**src/rtl/periph_rx_buffer_if.sv**
```systemverilog
// rtl/periph_rx_buffer_if.sv - peripheral write side and packet stream side of the RX buffer
interface periph_rx_buffer_if #(
  parameter int usb_packet_width     = 32,
  parameter int periph_address_width = 3
);
  localparam int P = usb_packet_width - periph_address_width;

  logic [P-1:0]                rx_data;
  logic                        rx_wren;
  logic                        rx_full;
  logic [usb_packet_width-1:0] pkt_data;
  logic                        pkt_valid;
  logic                        pkt_ready;

  modport master (
    output rx_data, rx_wren, pkt_ready,
    input  rx_full, pkt_data, pkt_valid
  );

  modport slave (
    input  rx_data, rx_wren, pkt_ready,
    output rx_full, pkt_data, pkt_valid
  );
endinterface

```
**src/rtl/periph_rx_buffer.sv**
```systemverilog
// rtl/periph_rx_buffer.sv - circular FIFO of peripheral payloads, emitted first-word
// fall-through as {PERIPH_ADDR, payload} packets; overflowing writes are counted, not stored.
module periph_rx_buffer #(
  parameter int usb_packet_width     = 32,
  parameter int periph_address_width = 3,
  parameter int PERIPH_ADDR          = 0,
  parameter int DEPTH                = 16,
  localparam int P                   = usb_packet_width - periph_address_width,
  localparam int L                   = $clog2(DEPTH) + 1
) (
  input  logic                clk,
  input  logic                rst,
  periph_rx_buffer_if.slave   bus,
  input  logic                flush,
  output logic [L-1:0]        level,
  output logic [15:0]         drop_count,
  output logic                idle
);
  localparam int PW = $clog2(DEPTH);
  localparam logic [periph_address_width-1:0] ADDR_FIELD = periph_address_width'(PERIPH_ADDR);

  logic [P-1:0]  mem [DEPTH];
  logic [PW-1:0] wr_ptr;
  logic [PW-1:0] rd_ptr;
  logic          full_q;
  logic          wr_acc;
  logic          rd_acc;
  logic          drop;
  logic [L-1:0]  level_nxt;

  // A dropped write never touches the FIFO, so a same-cycle read still lowers level.
  always_comb begin
    wr_acc    = bus.rx_wren && !full_q;
    rd_acc    = (level != '0) && bus.pkt_ready;
    drop      = bus.rx_wren && full_q && !flush;
    level_nxt = level;
    if (wr_acc && !rd_acc) begin
      level_nxt = level + L'(1);
    end else if (rd_acc && !wr_acc) begin
      level_nxt = level - L'(1);
    end
  end

  always_ff @(posedge clk) begin
    if (rst) begin
      wr_ptr     <= '0;
      rd_ptr     <= '0;
      level      <= '0;
      full_q     <= 1'b0;
      drop_count <= '0;
    end else begin
      if (drop && drop_count != 16'hFFFF) begin
        drop_count <= drop_count + 16'd1;
      end
      if (flush) begin
        wr_ptr <= '0;
        rd_ptr <= '0;
        level  <= '0;
        full_q <= 1'b0;
      end else begin
        if (wr_acc) begin
          wr_ptr <= wr_ptr + PW'(1);
        end
        if (rd_acc) begin
          rd_ptr <= rd_ptr + PW'(1);
        end
        level  <= level_nxt;
        full_q <= (level_nxt == L'(DEPTH));
      end
    end
  end

  // Storage is not reset; level gates whether its contents are ever presented.
  always_ff @(posedge clk) begin
    if (wr_acc && !flush && !rst) begin
      mem[wr_ptr] <= bus.rx_data;
    end
  end

  assign bus.rx_full   = full_q;
  assign bus.pkt_valid = (level != '0);
  assign bus.pkt_data  = {ADDR_FIELD, mem[rd_ptr]};
  assign idle          = (level == '0) && !bus.rx_wren;
endmodule

```
**src/flat_wrapper.sv**
```systemverilog
// flat-port wrapper written by rule: the top's interface ports become plain ports
module periph_rx_buffer_flat 
#(
  parameter int usb_packet_width     = 32,
  parameter int periph_address_width = 3,
  parameter int PERIPH_ADDR          = 0,
  parameter int DEPTH                = 16,
  localparam int P                   = usb_packet_width - periph_address_width,
  localparam int L                   = $clog2(DEPTH) + 1
)
  (clk, rst, flush, level, drop_count, idle, bus_rx_data, bus_rx_wren, bus_pkt_ready, bus_rx_full, bus_pkt_data, bus_pkt_valid);
  periph_rx_buffer_if #(.usb_packet_width(usb_packet_width), .periph_address_width(periph_address_width)) bus_i ();
  input  logic clk;
  input  logic rst;
  input  logic flush;
  output logic [L-1:0] level;
  output logic [15:0] drop_count;
  output logic idle;
  input wire logic [$bits(bus_i.rx_data)-1:0] bus_rx_data;
  input wire logic [$bits(bus_i.rx_wren)-1:0] bus_rx_wren;
  input wire logic [$bits(bus_i.pkt_ready)-1:0] bus_pkt_ready;
  output wire logic [$bits(bus_i.rx_full)-1:0] bus_rx_full;
  output wire logic [$bits(bus_i.pkt_data)-1:0] bus_pkt_data;
  output wire logic [$bits(bus_i.pkt_valid)-1:0] bus_pkt_valid;
  assign bus_i.rx_data = bus_rx_data;
  assign bus_i.rx_wren = bus_rx_wren;
  assign bus_i.pkt_ready = bus_pkt_ready;
  assign bus_rx_full = bus_i.rx_full;
  assign bus_pkt_data = bus_i.pkt_data;
  assign bus_pkt_valid = bus_i.pkt_valid;
  periph_rx_buffer #(.usb_packet_width(usb_packet_width), .periph_address_width(periph_address_width), .PERIPH_ADDR(PERIPH_ADDR), .DEPTH(DEPTH)) u_core (.clk(clk), .rst(rst), .bus(bus_i), .flush(flush), .level(level), .drop_count(drop_count), .idle(idle));
endmodule
```
**config.mk**
```make
export PLATFORM = sky130hd
export DESIGN_NAME = periph_rx_buffer_flat
export DESIGN_NICKNAME = d
export VERILOG_FILES = /design/src/rtl/periph_rx_buffer_if.sv /design/src/rtl/periph_rx_buffer.sv /design/src/flat_wrapper.sv
export SDC_FILE = /design/constraint.sdc
export NUM_CORES = 1
export LEC_CHECK = 0
export CAP_MARGIN = 25
export CELL_PAD_IN_SITES_DETAIL_PLACEMENT = 0
export CELL_PAD_IN_SITES_GLOBAL_PLACEMENT = 1
export CORE_AREA = 3 3 188 190
export DETAILED_ROUTE_END_ITERATION = 10
export DIE_AREA = 0 0 191 193
export GPL_ROUTABILITY_DRIVEN = 0
export GPL_TIMING_DRIVEN = 1
export PLACE_DENSITY = 0.94
export SKIP_LAST_GASP = 1
export SYNTH_ARGS = -nofsm -noshare
export SYNTH_HDL_FRONTEND = slang
export SYNTH_SLANG_ARGS = --single-unit
```
**constraint.sdc**
```tcl
create_clock -name clk -period 7.82 [get_ports clk]
set_input_delay 1.173 -clock clk [delete_from_list [all_inputs] [get_ports clk]]
set_output_delay 1.173 -clock clk [all_outputs]
set_load 0.02 [all_outputs]
```
# Yosys cells after proc, flatten, opt, wreduce, memory -nomap -nowiden
# Memories as Yosys holds them, arrays and structs flattened. A register that Yosys moved wholly into a read port is not among the register bits.
# Index checks and enable logic that the tools add are counted.
# totals
reg_bits	30
ramBits	464
n_memories	1
out_inout_bits	56
input_bits	34
elab_cells	38
# mem_list
memory	depth	word_bits	rd	rd_ports_with_merged_regs	wr	line_no	text
u_core.mem	16	29	1	1	1	periph_rx_buffer.sv:22	logic [P-1:0] mem [DEPTH];
# op_classes
eq_ne	2
reduce_logical	19
muxes	6
n_addsub	5
# ops
operator	n
adder 16 x 1 -> 16 bit (second input constant)	1
inequality test 16 bit (second input constant)	1
logical AND 1 bit	10
2-to-1 mux 5 bit	2
adder 4 x 1 -> 4 bit (second input constant)	2
2-to-1 mux 4 bit	2
logical NOT 1 bit	6
adder 5 x 1 -> 5 bit (second input constant)	1
== test 5 bit (second input constant)	1
logical NOT 5 bit	1
nonzero test 5 bit	1
subtractor 5 x 1 -> 5 bit (second input constant)	1
2-to-1 mux 1 bit	2
OR reduction 2 bit	1

# Longest topological paths before layout
# Gate-level depths: netlist (run 1).
# depth
depth_word	7
depth_mapped	9
mapped_depth_nobuf	7

# Worst setup path before layout (run 1)
# No wires, ideal clock.
# synth_timing
path_kind	input -> register
from	in rst
to	mem u_core.mem[0][0] (netlist name) (enable)
arrival_time_ns	3.388
required_time_ns	7.405
setup_time_ns	0.415
cell_stages	5
n_path_buf	2
path_slack_ns	4.017
cell_sequence	clkbuf_1 > or2_2 > clkbuf_1 > or3_1 > nor2_1
# synth_between
elab_chain_len	4
# synth_rtl
element	line_no	text
start: declaration	flat_wrapper.sv:14	input logic rst;
logical NOT 1 bit	periph_rx_buffer.sv:75	if (wr_acc && !flush && !rst) begin
logical AND 1 bit	periph_rx_buffer.sv:75	
2-to-1 mux 1 bit	periph_rx_buffer.sv:75	
2-to-1 mux 1 bit (implied by the code)	periph_rx_buffer.sv:76	mem[wr_ptr] <= bus.rx_data;
end: declaration	periph_rx_buffer.sv:22	
# No other way between the ends.

==> qor.txt, run 1 <==
=====================================================================================
Post-detailed-route count of antenna-violating nets                                 0
Flop and latch count out of synthesis                                             498
Critical path endpoint category                                            output pin
Combined area of all synthesized cells                                     19,100 um2
Count of max-cap constraint violations                                              0
Peak ir drop on the vdd network                                              0.153 mV
Maximum buffer depth of the clock tree                                              3
Initial antenna violation count                                                     2
Share of the core filled with cells in the final layout                         0.661
Overflow left after global routing                                                  0
Worst flop-to-flop path startpoint                                       u_core.bus.rx_full
Fraction of layout cells with a size suffix above 1                             0.265
LEAKAGE                                                                    0.00670 uW
IO buf count                                                                       86
Total number of clock tree sinks                                                  498
Final Hold Fails                                                                    0
Latest clock arrival within the worst-skew pair                               0.58 ns
Area share of xor/xnor cells in the synthesized design                         0.0105
Worst-case register-to-register setup slack                                   5.66 ns
Synth warn                                                                          0
Number of cells upsized or downsized after cts                                      0
Final Skew                                                                  0.0296 ns
Cells after Synth                                                                 855
RR Endpoint                                                              u_core.mem[8][11]
Period Utilization, post-route                                                  0.617
Drt wl/cell                                                                   32.3 um
CTS H-Tree Depth                                                                    2
Hold Crit Class                                                               reg2reg
Placeable Area                                                             33,600 um2
Worst-Margin Slew                                                            0.955 ns
Non-Filler Cell Area, Final                                                22,200 um2
Post-synthesis mux area share                                                   0.171
Status                                                                      completed
Largest fanout on the critical path                                                63
Filler cell count                                                               1,981
Power per unit of standard cell area                                       244 nW/um2
Async SR Flop Fraction                                                              0
RSZ-0062 raised after global routing                                            false
Cell seen most often among critical-path stages                                mux4_2
Number of DRC violations after detailed-routing iteration 0                     1,081
Number of enable-type register cells in the synthesized netlist                   464
Remaining DRCs                                                                      0
Synthesized area per cell                                                    22.3 um2
Critical Path Source Type                                                   flip-flop
Largest incremental delay on the critical path                                0.58 ns
Clk slew on worst S/H paths                                                   0.06 ns
Number of I/O pins                                                                 90
Initial core utilization                                                        0.568
Post-synth top flop                                                          edfxtp_1
Adder-cell area share of the yosys netlist                                    0.00576
Main combinational cell family by area after synthesis                   multiplexers
Root Buffer Master                                                          clkbuf_16
Ratio of routed vias to standard cells                                           6.56
Minimum setup slack after placement                                           3.63 ns
First-pass GRT wire length                                                    69.1 mm
Final worst slack                                                             3.00 ns
Die span in x                                                                  191 um
Wire length after detailed routing                                            47.2 mm
Row count                                                                          67
CTS Hold Buffers Added                                                              0
Data arrival time of the critical path                                        3.65 ns
Total Nets Final                                                                1,014
Count of distinct cell types in the synthesized netlist                            43
Number of max-slew violations in the final report                                   0
Total CTS buffers                                                                  49
Die footprint                                                              36,900 um2
Fmax achieved                                                                 207 MHz
Setup TNS after final layout                                                     0 ns
CP endpoint                                                              bus_pkt_data[7]
Vias in the first global route                                                 10,000
Total of endpoints with negative setup slack in the final report                    0
Largest net degree at the start of global routing                                 117
Placed inst area                                                           20,600 um2
Area grow syn2layout                                                            16.3%
Worst-path cell chain                                                    buf_16 -> buf_4 -> mux4_2 -> mux4_2 -> clkdlybuf4s50_1
Crit Path Class                                                               reg2out
Minimum clock period after layout                                             4.82 ns
Total via count after detailed routing                                          9,568
Detailed placement HPWL                                                       21.0 mm
Remaining max-slew budget at the tightest pin                                   0.363
Vertical die dimension                                                         193 um
Worst Path Required                                                           6.65 ns
Number of setup buffers added after CTS                                             0
R2R cell count                                                                      5
Smallest hold slack                                                          0.503 ns
Seq/Total Area, Yosys                                                           0.765
Compound-cell area share of the yosys netlist                                 0.00747
Post-synthesis share of cell area spent on and, or, nand and nor gates         0.0274
Slowest stage cell on the critical path                                  clkdlybuf4s50_1
GRT Resource Usage Total                                                        0.264
Initial DRT Pass Iterations                                                         5
CTS tree                                                                         done
=====================================================================================
## routing by layer
layer | share of wire | global-route usage
met5 | 0 | 0
met4 | 0.038 | 0.106
met3 | 0.087 | 0.0562
met2 | 0.51 | 0.445
met1 | 0.36 | 0.343
## worst max-delay path: cells and delay by family (launching register included)
| kind | cells | cell delay (ns) |
|---|---|---|
| buffers and inverters | 3 | 1.53 |
| DFF | 1 | 0.53 |
| muxes | 2 | 0.95 |
## cells by family after synthesis
| group | Yosys count |
|---|---|
| flip-flops | 498 |
| multiplexers | 146 |
| AND/OR/NAND/NOR | 108 |
| buffers and inverters | 49 |
| XOR/XNOR | 23 |
| AO/OA/AOI/OAI | 21 |
| adder cells (fa/ha/maj) | 9 |
| other | 1 |
## state kept, by name, summed over array words and instances (netlist names), named ones only
signal / flops
u_core.bus.rx_full: 1
u_core.drop_count: 16
u_core.level: 5
u_core.mem: 464
u_core.rd_ptr: 4
u_core.wr_ptr: 4
## cell usage in the layout (no fill, tap or decap), types with 3 or more instances in the layout
master / synthesis / routed
clkdlybuf4s50_1: 0 / 86
a21oi_1: 7 / 7
nand2_1: 20 / 20
clkbuf_16: 0 / 49
nor2_1: 49 / 33
xor2_1: 11 / 11
clkinv_1: 0 / 5
nor4_1: 6 / 6
clkinv_2: 0 / 9
xnor2_1: 12 / 12
nor2_4: 0 / 16
dfxtp_1: 34 / 30
clkinv_4: 0 / 3
mux4_2: 145 / 145
inv_1: 5 / 5
nor3_1: 4 / 4
nand4_1: 4 / 4
ha_1: 8 / 8
edfxtp_1: 464 / 464
inv_6: 0 / 3
bufinv_16: 0 / 5
buf_4: 6 / 19
nand3_1: 4 / 4
clkbuf_1: 20 / 8
o21ai_0: 4 / 4
conb_1: 1 / 3
clkinvlp_4: 0 / 4
and2_1: 3 / 3
or3_1: 4 / 4
## through the flow
step                      power (uW)  cells
final                           5430   1458
after global routing            5560   1458
after CTS                       5460   1455
after detailed placement        3130   1368
after global placement          3130   1367
after floorplan                 3060    857
## worst min path at each step
stage,startpoint,end,cells past startpoint
6_report,u_core.rd_ptr[1],flip-flop,2
5_1_grt,u_core.rd_ptr[1],flip-flop,2
4_1_cts,u_core.rd_ptr[1],flip-flop,2
3_5_place_dp,u_core.rd_ptr[1],flip-flop,2
3_3_place_gp,u_core.drop_count[6],u_core.drop_count[6],2
2_1_floorplan,u_core.rd_ptr[3],flip-flop,2
## Yosys cell counts (3+ instances only)
cell type,number,area share
edfxtp_1,464,0.73
mux4_2,145,0.17
nor2_1,49,0.0096
dfxtp_1,34,0.036
clkbuf_1,20,0.0039
nand2_1,20,0.0039
buf_2,12,0.0031
xnor2_1,12,0.0055
xor2_1,11,0.0050
ha_1,8,0.0052
a21oi_1,7,0.0018
buf_4,6,0.0024
nor4_1,6,0.0020
inv_1,5,0.00098
buf_1,4,0.00079
nand3_1,4,0.0010
nand4_1,4,0.0013
nor3_1,4,0.0010
o21ai_0,4,0.0010
or3_1,4,0.0013
and2_1,3,0.00098
## cell type report
class                           count  area, um2  share of cell area
Antenna cell                        2       5.00            0.000225
Multi-Input combinational cell    310       4380               0.197
Clock inverter                     29        297              0.0133
Inverter                            5       18.8            0.000844
Timing Repair Buffer              108       1070              0.0482
Clock buffer                       58       1270              0.0571
Sequential cell                   498      14600               0.658
Tap cell                          448        561              0.0252
## where the power goes
group          total [uW]  internal, uW  switching [uW]
Clock                2350          1330            1020
Combinational         159          67.8            91.3
Sequential           2920          2920            4.97
Total                5430          4310            1120
No activity file was read; power rests on OpenSTA's default activity.
==> run 2, diff against run 1 <==
Settings changed: CORE_AREA 3 3 188 190 to 3 3 194 196, DIE_AREA 0 0 191 193 to 0 0 197 199, PLACE_DENSITY 0.94 to 0.89.
Clock period 7.82 ns to 4.9 ns, I/O delays scaled along.
==> run 2 against run 1 <==
Net effect:
- register-to-register slack worse by 3.1 ns
- global-route usage is 4.9 points lower
- cell area hardly changed
- non-clock buffer count rose by 2
- utilization is 4.8 points lower
- combinational power increased by 58%
- clock-buffer cell count rose by 4
==> qor.txt, run 2 (synthesized netlist as in run 1, its figures left out) <==
===============================================================================
Final worst slack                                                      0.818 ns   was 3.00 ns
Root Buffer Master                                                    clkbuf_16   unchanged
Final Hold Fails                                                              0   unchanged
Total CTS buffers                                                            48   was 49
Remaining DRCs                                                                0   unchanged
Fmax achieved                                                           245 MHz
Final Skew                                                            0.0418 ns   was 0.0296 ns
Share of the core filled with cells in the final layout                   0.613   was 0.661
Area occupied by registers                                           14,600 um2   unchanged
Diode insertion count for antenna repair                                      0   was 2
Ratio of routed vias to standard cells                                     6.22   was 6.56
Largest incremental delay on the critical path                          0.71 ns   was 0.58 ns
LEAKAGE                                                              0.00668 uW   was 0.00670 uW
Wire length after detailed routing                                      41.4 mm   was 47.2 mm
Initial antenna violation count                                               2   unchanged
R2R cell count                                                                5   unchanged
Maximum buffer depth of the clock tree                                        3   unchanged
Clk slew on worst S/H paths                                             0.06 ns   about the same
Die footprint                                                        39,200 um2   was 36,900 um2
Area grow syn2layout                                                      16.4%   was 16.3%
Critical Path Source Type                                             flip-flop   unchanged
Number of flip-flops under the largest register name                        464   unchanged
Most common cell after layout, fill and taps aside                     edfxtp_1   unchanged
Hold Crit Class                                                         reg2reg   unchanged
Worst flop-to-flop path startpoint                                 u_core.bus.rx_full   unchanged
Largest fanout on the critical path                                          38   was 63
Number of cells upsized or downsized after cts                                0   unchanged
Row count                                                                    70   was 67
Crit Path Class                                                         reg2out   unchanged
Status                                                                completed   unchanged
Detailed placement HPWL                                                 22.2 mm   was 21.0 mm
Cell seen most often among critical-path stages                          mux4_2   unchanged
First-pass GRT wire length                                              62.4 mm   was 69.1 mm
Minimum setup slack after placement                                     1.01 ns   was 3.63 ns
Min-delay src                                                      u_core.rd_ptr[1]   unchanged
Number of setup buffers added after CTS                                       0   unchanged
Drt wl/cell                                                             28.0 um   was 32.3 um
Worst-Margin Slew                                                       1.06 ns   was 0.955 ns
GRT Resource Usage Total                                                  0.216   was 0.264
IO buf count                                                                 86   unchanged
Filler cell count                                                         2,410   was 1,981
RSZ-0062 raised after global routing                                      false   unchanged
RR Endpoint                                                        u_core.mem[8][6]   was u_core.mem[8][11]
Vertical die dimension                                                   199 um   was 193 um
Total Nets Final                                                          1,015   was 1,014
CTS Hold Buffers Added                                                        0   unchanged
Design Power                                                            8350 uW   was 5430 uW
Non-Filler Cell Area, Final                                          22,200 um2   about the same
Initial DRT Pass Iterations                                                   5   unchanged
Worst Path Required                                                     4.16 ns   was 6.65 ns
Critical path endpoint category                                      output pin   unchanged
Data arrival time of the critical path                                  3.35 ns   was 3.65 ns
CTS tree                                                                   done   unchanged
Worst-case register-to-register setup slack                             2.61 ns   was 5.66 ns
Power per unit of standard cell area                                 375 nW/um2   was 244 nW/um2
CTS H-Tree Depth                                                              2   unchanged
Period Utilization, post-route                                            0.833
Placeable Area                                                       36,300 um2   was 33,600 um2
Largest net degree at the start of global routing                            43   was 117
Minimum clock period after layout                                       4.08 ns
Die span in x                                                            197 um   was 191 um
Footprint of the multi-input gates                                     4380 um2   unchanged
Number of max-slew violations in the final report                             0   unchanged
Slowest stage cell on the critical path                                 dfxtp_4   was clkdlybuf4s50_1
Initial core utilization                                                  0.527   was 0.568
Total of endpoints with negative setup slack in the final report              0   unchanged
Commonest cells after routing, fill and taps aside                 edfxtp_1, mux4_2, clkdlybuf4s50_1, clkbuf_16, nor2_1   unchanged
Post-detailed-route count of antenna-violating nets                           0   unchanged
Top reg by flops                                                     u_core.mem   unchanged
Setup TNS after final layout                                               0 ns   unchanged
Hold Path Stages                                                              2   unchanged
Peak ir drop on the vdd network                                        0.236 mV   was 0.153 mV
Overflow left after global routing                                            0   unchanged
Remaining max-slew budget at the tightest pin                             0.290   was 0.363
Number of I/O pins                                                           90   unchanged
Worst-path cell chain                                              buf_12 -> mux4_2 -> mux4_2 -> clkdlybuf4s50_1   was buf_16 -> buf_4 -> mux4_2 -> mux4_2 -> clkdlybuf4s50_1
Fraction of layout cells with a size suffix above 1                       0.257   was 0.265
Latest clock arrival within the worst-skew pair                         0.58 ns   about the same
Total number of clock tree sinks                                            498   unchanged
Total via count after detailed routing                                    9,184   was 9,568
Count of max-cap constraint violations                                        0   unchanged
Registers with the highest flip-flop counts                        u_core.mem: 464 flops, u_core.drop_count: 16 flops, u_core.level: 5 flops   unchanged
Number of DRC violations after detailed-routing iteration 0                 922   was 1,081
Placed inst area                                                     20,800 um2   was 20,600 um2
Vias in the first global route                                            9,607   was 10,000
===============================================================================
## run 2: area by class of cell
cell class / instances / area share
Clock buffer: 62 / 0.0583
Inverter: 5 / 0.000844
Clock inverter: 24 / 0.00596
Tap cell: 468 / 0.0263
Timing Repair Buffer: 110 / 0.0540
Sequential cell: 498 / 0.657
Multi-Input combinational cell: 310 / 0.197
## run 2: critical path, delay by kind of cell (launching register included)
| kind | cells | cell delay, ns |
|---|---|---|
| multiplexers | 2 | 1.11 |
| flip-flops | 1 | 0.71 |
| buffers and inverters | 2 | 0.91 |
## run 2: how the worst max path moves through the flow
stage,start,endpoint
CTS,flip-flop,bus_pkt_data[13]
finish,flip-flop,bus_pkt_data[13]
detailed placement,rst,u_core.mem[2][22]
global route,flip-flop,bus_pkt_data[23]
floorplan,rst,u_core.mem[0][0]
global placement,rst,u_core.mem[3][21]
## run 2: per-layer routing
metal | up-vias | GRT usage | part of all wire
met5 | - | 0 | 0.00043
met4 | 4 | 0.0681 | 0.024
met2 | 493 | 0.347 | 0.50
li1 | 3804 | - | -
met1 | 4796 | 0.303 | 0.40
met3 | 87 | 0.0464 | 0.080
## run 2: power by group
part	switching (uW)	total, uW	internal, uW
combinational	142	252	109
sequential	10.6	4670	4650
clock	1560	3430	1870
total	1710	8350	6640
## run 2: through the flow
step / hold WS (ns) / std cells
2_1_floorplan: 0.472 / 857
3_3_place_gp: 0.481 / 1387
3_5_place_dp: 0.488 / 1389
4_1_cts: 0.504 / 1475
5_1_grt: 0.518 / 1477
6_report: 0.501 / 1477
==> run 3, diff against run 2 <==
Clock period 4.9 ns to 3.9 ns, I/O delays scaled along.
==> run 3 against run 2 <==
Net effect:
- final cell count increased by 1.2%
- flip-flop and latch count unchanged
- non-clock buffer count increased by 15
- routed wire length increased by 3.4%
- die area unchanged
- power increased by 27%
- worst setup slack got worse by 0.69 ns
==> qor.txt, run 3 (synthesized netlist as in run 1, its figures left out) <==
===============================================================================
Top metal layer carrying routed signals                                    met4   was met5
Critical path endpoint category                                      output pin   unchanged
Hold Crit Class                                                         reg2reg   unchanged
Worst min-delay path endpoint                                      u_core.rd_ptr[1]
Initial antenna violation count                                               0   was 2
Detailed route wirelength on metal3                                     3.42 mm   was 3.31 mm
Maximum buffer depth of the clock tree                                        3   unchanged
Minimum clock period after layout                                       3.77 ns
Placeable Area                                                       36,300 um2   unchanged
CTS Hold Buffers Added                                                        0   unchanged
Ratio of routed vias to standard cells                                     6.20   was 6.22
Total CTS buffers                                                            47   was 48
Data arrival time of the critical path                                  3.19 ns   was 3.35 ns
R2R cell count                                                                4   was 5
Most common cell after layout, fill and taps aside                     edfxtp_1   unchanged
CTS tree                                                                   done   unchanged
Total Nets Final                                                          1,029   was 1,015
Worst-path cell chain                                              buf_12 -> mux4_2 -> mux4_2 -> clkdlybuf4s50_1   unchanged
LEAKAGE                                                              0.00679 uW   was 0.00668 uW
Vias in the first global route                                            9,905   was 9,607
Fmax achieved                                                           265 MHz
Row count                                                                    70   unchanged
Detailed placement HPWL                                                 22.9 mm   was 22.2 mm
Final Skew                                                            0.0178 ns   was 0.0418 ns
Number of cells upsized or downsized after cts                                0   unchanged
Die span in x                                                            197 um   unchanged
Crit Path Class                                                         reg2out   unchanged
Die footprint                                                        39,200 um2   unchanged
Root Buffer Master                                                    clkbuf_16   unchanged
Slowest stage cell on the critical path                                 dfxtp_4   unchanged
Worst Path Required                                                     3.31 ns   was 4.16 ns
Top reg by flops                                                     u_core.mem   unchanged
Worst flop-to-flop path startpoint                                 u_core.bus.rx_full   unchanged
Fraction of layout cells with a size suffix above 1                       0.275   was 0.257
Total via count after detailed routing                                    9,258   was 9,184
Remaining max-slew budget at the tightest pin                             0.377   was 0.290
IO buf count                                                                 86   unchanged
Peak ir drop on the vdd network                                        0.309 mV   was 0.236 mV
Largest net degree at the start of global routing                            60   was 43
Worst-case register-to-register setup slack                             1.66 ns   was 2.61 ns
Post-detailed-route count of antenna-violating nets                           0   unchanged
Number of setup buffers added after CTS                                       0   unchanged
Initial DRT Pass Iterations                                                   5   unchanged
Number of max-slew violations in the final report                             0   unchanged
Drt wl/cell                                                             28.6 um   was 28.0 um
Cell seen most often among critical-path stages                          mux4_2   unchanged
Status                                                                completed   unchanged
Min-delay src                                                      u_core.rd_ptr[1]   unchanged
Share of the core filled with cells in the final layout                   0.618   was 0.613
First-pass GRT wire length                                              64.3 mm   was 62.4 mm
Setup TNS after final layout                                               0 ns   unchanged
Final Hold Fails                                                              0   unchanged
Commonest cells after routing, fill and taps aside                 edfxtp_1, mux4_2, clkdlybuf4s50_1, clkbuf_16, nor2_1   unchanged
Smallest hold slack                                                    0.511 ns   was 0.501 ns
Vertical die dimension                                                   199 um   unchanged
Wire length on met1                                                     16.4 mm   about the same
Worst-Margin Slew                                                      0.926 ns   was 1.06 ns
Registers with the highest flip-flop counts                        u_core.mem: 464 flops, u_core.drop_count: 16 flops, u_core.level: 5 flops   unchanged
Wire length after detailed routing                                      42.8 mm   was 41.4 mm
Area grow syn2layout                                                      17.3%   was 16.4%
Detailed-routed wire length on met2                                     21.9 mm   was 20.7 mm
Largest incremental delay on the critical path                          0.61 ns   was 0.71 ns
Total of endpoints with negative setup slack in the final report              0   unchanged
Latest clock arrival within the worst-skew pair                         0.56 ns   was 0.58 ns
Hold Path Stages                                                              2   unchanged
Count of max-cap constraint violations                                        0   unchanged
Clk slew on worst S/H paths                                             0.06 ns   about the same
Remaining DRCs                                                                0   unchanged
Largest fanout on the critical path                                          31   was 38
CTS H-Tree Depth                                                              2   unchanged
Period Utilization, post-route                                            0.967
Initial core utilization                                                  0.527   unchanged
Power per unit of standard cell area                                 473 nW/um2   was 375 nW/um2
Number of I/O pins                                                           90   unchanged
Diode insertion count for antenna repair                                      0   unchanged
Number of DRC violations after detailed-routing iteration 0                 970   was 922
Critical Path Source Type                                             flip-flop   unchanged
Overflow left after global routing                                            0   unchanged
RR Endpoint                                                        u_core.mem[7][17]   was u_core.mem[8][6]
Total number of clock tree sinks                                            498   unchanged
RSZ-0062 raised after global routing                                      false   unchanged
GRT Resource Usage Total                                                  0.224   was 0.216
Number of flip-flops under the largest register name                        464   unchanged
===============================================================================
[run 3: cell count changes in the layout (fill, tap and decap cells not counted), moves of 2 or more]
| cell | before | now |
|---|---|---|
| clkbuf_1 | 12 | 8 |
| clkinv_1 | 10 | 8 |
| clkbuf_16 | 50 | 48 |
| bufinv_16 | 0 | 3 |
| buf_12 | 8 | 13 |
| buf_16 | 3 | 0 |
| clkinv_4 | 0 | 3 |
| clkinv_2 | 9 | 13 |
| buf_4 | 13 | 26 |
[run 3: layout make-up]
cell class / instances / area [um2]
Sequential cell: 498 / 14600
Multi-Input combinational cell: 310 / 4380
Clock buffer: 56 / 1230
Timing Repair Buffer: 125 / 1320
Fill cell: 2411 / 13800
Tap cell: 468 / 586
Inverter: 5 / 18.8
Clock inverter: 32 / 260
[run 3: metrics by stage]
| step | power (uW) | worst slack (ns) | cell area (um2) | std cells |
|---|---|---|---|---|
| 2_1_floorplan | 6130 | 0.685 | 19100 | 857 |
| 3_3_place_gp | 6280 | 0.737 | 20900 | 1406 |
| 3_5_place_dp | 6290 | 0.701 | 20900 | 1406 |
| 4_1_cts | 10700 | 0.0833 | 22400 | 1494 |
| 5_1_grt | 10900 | 0.0181 | 22400 | 1494 |
| 6_report | 10600 | 0.128 | 22400 | 1494 |
[run 3: worst max-delay path by stage]
| stage | from | slack [ns] | to |
|---|---|---|---|
| floorplan | rst | 0.69 | u_core.mem[0][0] |
| global placement | flip-flop | 0.74 | bus_pkt_data[15] |
| detailed placement | flip-flop | 0.70 | bus_pkt_data[15] |
| CTS | flip-flop | 0.08 | bus_pkt_data[14] |
| global route | flip-flop | 0.02 | bus_pkt_data[15] |
| finish | flip-flop | 0.13 | bus_pkt_data[14] |
[run 3: report_power, final]
group / internal [uW] / switching [uW]
registers: 5850 / 11.2
clock network: 2470 / 1950
logic: 142 / 178
total: 8460 / 2140
[run 3: routing by layer]
metal | GRT usage | vias to the layer above
met5 | 0 | -
met4 | 0.0742 | 0
li1 | - | 3838
met2 | 0.374 | 494
met3 | 0.0491 | 92
met1 | 0.300 | 4834
[run 3: critical path: cells and delay by family (launching register included)]
family | cells | cell delay (ns)
mux | 2 | 1.11
buf+inv | 2 | 0.88
flops | 1 | 0.61
